File: config.mk
export PLATFORM = sky130hd
export DESIGN_NAME = fetch_unit
export DESIGN_NICKNAME = d
export VERILOG_FILES = /design/src/rtl/fetch_unit.sv
export SDC_FILE = /design/constraint.sdc
export NUM_CORES = 1
export LEC_CHECK = 0
export ABC_AREA = 1
export CORE_ASPECT_RATIO = 0.75
export CORE_UTILIZATION = 45
export DETAILED_ROUTE_END_ITERATION = 8
export PLACE_DENSITY = 0.72
export SKIP_CTS_REPAIR_TIMING = 1
export SYNTH_ARGS = -nofsm -noshare
export SYNTH_HDL_FRONTEND = slang
export SYNTH_SLANG_ARGS = --single-unit
File: constraint.sdc
create_clock -name clock -period 4 [get_ports clock]
set_input_delay 0.8 -clock clock [delete_from_list [all_inputs] [get_ports clock]]
set_output_delay 0.8 -clock clock [all_outputs]
set_load 0.01 [all_outputs]
File: src/rtl/fetch_unit.sv
// fetch_unit: instruction-fetch initiator for the imemory port.
// Holds the fetch PC, pushes {pc, word} into a 4-entry prefetch buffer
// each cycle there is room, and hands the buffer head to decode through
// a valid/ready handshake. A redirect reloads the PC and flushes the buffer.
module fetch_unit #(
   parameter logic [31:0] PC_RESET = 32'h01000000,
   parameter int          DEPTH    = 4
) (
   input  logic        clock,
   input  logic        reset,
   output logic [31:0] imem_address,
   output logic [31:0] imem_data_in,
   output logic        imem_read_write,
   input  logic [31:0] imem_data_out,
   input  logic        redirect_valid,
   input  logic [31:0] redirect_pc,
   output logic        out_valid,
   output logic [31:0] out_pc,
   output logic [31:0] out_insn,
   input  logic        out_ready,
   output logic [2:0]  buffer_count,
   output logic        misalign_err
);

   // Buffer is full when count reaches the depth (fixed at 4, so 2-bit pointers).
   localparam logic [2:0] FULL_COUNT = 3'(DEPTH);

   logic [31:0] fetch_pc_reg, fetch_pc_next;
   logic [1:0]  rd_ptr_reg, rd_ptr_next;
   logic [1:0]  wr_ptr_reg, wr_ptr_next;
   logic [2:0]  count_reg, count_next;
   logic        misalign_reg, misalign_next;

   logic [31:0] pc_mem   [DEPTH];
   logic [31:0] insn_mem [DEPTH];

   logic             pop;
   logic             push;
   logic [DEPTH-1:0] entry_we;

   // A pop frees a slot on the same edge, so a full buffer still accepts a push
   // when the head is consumed. A redirect always suppresses the push.
   assign pop  = (count_reg != 3'd0) && out_ready;
   assign push = !redirect_valid && ((count_reg != FULL_COUNT) || pop);

   // Per-entry write enables decoded from the write pointer.
   generate
      for (genvar gi = 0; gi < DEPTH; gi++) begin : g_entry_we
         assign entry_we[gi] = push && (wr_ptr_reg == 2'(gi));
      end
   endgenerate

   // Next-state: redirect takes priority and flushes; otherwise push/pop bookkeeping.
   always_comb begin
      fetch_pc_next = fetch_pc_reg;
      rd_ptr_next   = rd_ptr_reg;
      wr_ptr_next   = wr_ptr_reg;
      count_next    = count_reg;
      misalign_next = misalign_reg;
      if (redirect_valid) begin
         fetch_pc_next = {redirect_pc[31:2], 2'b00};
         rd_ptr_next   = 2'd0;
         wr_ptr_next   = 2'd0;
         count_next    = 3'd0;
         if (redirect_pc[1:0] != 2'b00) begin
            misalign_next = 1'b1;
         end
      end else begin
         if (pop) begin
            rd_ptr_next = rd_ptr_reg + 2'd1;
         end
         if (push) begin
            wr_ptr_next   = wr_ptr_reg + 2'd1;
            fetch_pc_next = fetch_pc_reg + 32'd4;
         end
         if (push && !pop) begin
            count_next = count_reg + 3'd1;
         end else if (pop && !push) begin
            count_next = count_reg - 3'd1;
         end
      end
   end

   // Control state register with synchronous active-low reset.
   always_ff @(posedge clock) begin
      if (!reset) begin
         fetch_pc_reg <= PC_RESET;
         rd_ptr_reg   <= 2'd0;
         wr_ptr_reg   <= 2'd0;
         count_reg    <= 3'd0;
         misalign_reg <= 1'b0;
      end else begin
         fetch_pc_reg <= fetch_pc_next;
         rd_ptr_reg   <= rd_ptr_next;
         wr_ptr_reg   <= wr_ptr_next;
         count_reg    <= count_next;
         misalign_reg <= misalign_next;
      end
   end

   // Buffer storage: entries are cleared on reset so the head reads as zero afterwards.
   always_ff @(posedge clock) begin
      for (int i = 0; i < DEPTH; i++) begin
         if (!reset) begin
            pc_mem[i]   <= 32'd0;
            insn_mem[i] <= 32'd0;
         end else if (entry_we[i]) begin
            pc_mem[i]   <= fetch_pc_reg;
            insn_mem[i] <= imem_data_out;
         end
      end
   end

   // Outputs are pure functions of registered state.
   assign imem_address    = fetch_pc_reg;
   assign imem_data_in    = 32'd0;
   assign imem_read_write = 1'b0;
   assign out_valid       = (count_reg != 3'd0);
   assign out_pc          = pc_mem[rd_ptr_reg];
   assign out_insn        = insn_mem[rd_ptr_reg];
   assign buffer_count    = count_reg;
   assign misalign_err    = misalign_reg;

endmodule

==> out/metrics.csv <==
stage,metric,value,unit
run_status,status,"complete, no violations",
worst_setup_path,cp_max_fo,37,
synthesis,synth.ff_latch_count,288,
sta,drv_slew,0,
power,power.density,441,mW/mm²
clock_tree,h-tree-depth,1,
clock_tree,clockBufferDepth,3,
sta,fmax,277,MHz
clock_tree,clkLatencyLatePin,0.55,ns
sta,setup_tns,0,ns
final_layout,diodes,0,
final_layout,design_area,0.0162,mm²
global_routing,grt_pass1_vias,9645,
die,fp.dieH,152,µm
drt,drt_iter0_markers,873,
drt,avgRoutedWirePerCell,18.0,µm
sta,finalCritPeriodShare,90.3,%
clock_tree,clk_pin_slew,0.07,ns
sta,rsz0062_at_grt,false,
clock_tree,cts_num_sinks,288,
final_layout,instances_no_fill,1933,
sta,fin_ws,0.387,ns
final_layout,regMostFlops,insn_mem,
final_layout,drive_gt1_share,6.55,%
die,ios,202,
final_layout,ff_latch_area,0.00825,mm²
drt,drc,0,
power,peakVddDrop,0.382,mV
synthesis,synth_adder_area_share,0.708,%
power,power.leakage,6.15,nW
global_routing,antenna_found_initial,0,
worst_setup_path,required,3.20,ns
final_layout,nFillCells,2592,
worst_setup_path,end_kind,output pin,
die,die_area,0.0305,mm²
synthesis,synth_top_family_by_area,simple AND/OR/NAND/NOR gates,
final_layout,largest_register_ff_count,128,
synthesis,postSynthAreaPerCell,9.69,µm²
worst_setup_path,rr_startpoint,buffer_count[0]$_SDFFE_PP0P_,
placed_design,dp.cells,1881,
die,row_count,54,
synthesis,yosys_warnings,0,
min_path,hp-class,reg2reg,
global_routing,gr-total-overflow,0,
sta,hold_slack,0.454,ns
synthesis,synth_cell_type_count,35,
synthesis,synth_compound_area_share,10.7,%
synthesis,syn_inst,1386,
placed_design,place.port_buffers,164,
placed_design,dp_slack,0.705,ns
die,fp.coreArea,0.0292,mm²
sta,final_hold_viol_count,0,
clock_tree,cts_tree,done,
drt,drt_wl_total,34.8,mm
synthesis,syn_area,0.0134,mm²
drt,first_pass_iters,5,
drt,ant_nets,0,
sta,period_needed,3.61,ns
clock_tree,cts_buffers,28,
die,initial_core_util,46.0,%
placed_design,placed_cell_area,0.0152,mm²
worst_setup_path,crit_type,reg2out,
final_layout,layout.nets,1594,
drt,via_count,10200,
synthesis,synthXorXnorAreaFrac,0.522,%
die,die_width,201,µm
placed_design,dp_hpwl,20.9,mm
global_routing,grt_pass1_wl,53.4,mm
synthesis,muxShareOfSynthArea,0,%
sta,slew_headroom,37.0,%
worst_setup_path,start_kind,register,
clock_tree,root_buffer,clkbuf_16,
sta,final-setup-viol-count,0,
global_routing,grt.total_usage,22.6,%
sta,worst_slew_pin_slew,0.943,ns
worst_setup_path,cp_data_arrival_time,2.81,ns
final_layout,area_growth,20.6,%
global_routing,grt_start_max_net_pins,75,
synthesis,synth_simple_gate_area_share,17.9,%
drt,viasPerCell,5.26,
sta,skew,0.0104,ns
flow_run,cap_violations,0,
placed_design,gp_congestion,0.912,
min_path,min_from,misalign_err$_SDFFE_PN0P_,
final_layout,multi_input_area,0.00416,mm²
synthesis,synth_seq_area_share,61.4,%
## cell type report
class	count	area share, %
tap	392	3.03
clock inverter	22	1.68
sequential	288	51.0
multi-input combinational	914	25.7
timing repair buffer	181	11.7
inverter	106	2.48
clock buffer	30	4.44
## per-stage QoR
stage | power, mW | utilization [%]
floorplan | 3.98 | -
global placement | 4.36 | 52.1
detailed placement | 4.37 | 52.1
CTS | 7.19 | 55.5
global route | 7.37 | 55.5
finish | 7.15 | 55.5
## worst paths after layout
check | endpoint | slack, ns | depth (start not counted)
setup / recovery | out_pc[22] | 0.39 | 5
hold / removal | misalign_err$_SDFFE_PN0P_ | 0.45 | 2
setup reg to reg | buffer_count[2]$_SDFFE_PP0P_ | 1.56 | 11
hold reg to reg | misalign_err$_SDFFE_PN0P_ | 0.45 | 2
## layout by cell type, fill, tap and decap left out, types with 8 or more instances in the layout
cell               n
conb_1            37
buf_12            10
inv_1             97
o21ai_0          153
nand2_1          134
clkdlybuf4s50_1  164
nor2_2            12
a21oi_1           34
clkinv_1           8
nor2_1           405
dfxtp_1           38
edfxtp_1         248
o21ai_1            8
clkbuf_16         28
o22ai_1           62
nand3_1           23
## per-layer routing
metal | wire length, µm | global-route usage, %
met3 | 2680 | 3.51
met1 | 15500 | 31.8
met4 | 755 | 6.06
met2 | 15900 | 36.8
met5 | 0 | 0
## synthesized netlist by cell type (all sizes together)
master / number / area, µm²
nand2: 141 / 551
nand4: 4 / 25.0
fa: 1 / 20.0
conb: 1 / 3.75
clkbuf: 37 / 139
o21ai: 161 / 806
a221oi: 1 / 15.0
edfxtp: 248 / 7450
o211ai: 1 / 7.51
a21oi: 36 / 188
nor3: 2 / 10.0
nand3: 28 / 188
buf: 77 / 627
xor2: 7 / 61.3
dfxtp: 40 / 801
xnor2: 1 / 8.76
o22ai: 62 / 388
nor2: 420 / 1630
ha: 6 / 75.1
o21a: 1 / 7.51
inv: 106 / 400
a31oi: 5 / 31.3
## cells by family (layout without fill, tap and decap cells)
family | Yosys count | in the layout
other cells | 1 | 37
simple gates | 595 | 595
flops | 288 | 288
buf+inv | 220 | 339
compound gates | 267 | 267
fa+ha+maj | 7 | 7
xor+xnor | 8 | 8
## critical path, cell delays in order (launching register included)
cell and delay, ns:
dfxtp_4 0.49, clkinv_2 0.25, buf_4 0.41, o21ai_0 0.14, o22ai_1 0.33, clkdlybuf4s50_1 0.63
## where the power goes
group | internal [mW] | leakage (nW) | switching, mW
clock network | 1.69 | 0.472 | 1.15
registers | 3.42 | 2.94 | 0.0811
logic | 0.342 | 2.74 | 0.465
(Power assumes the default switching activity.)
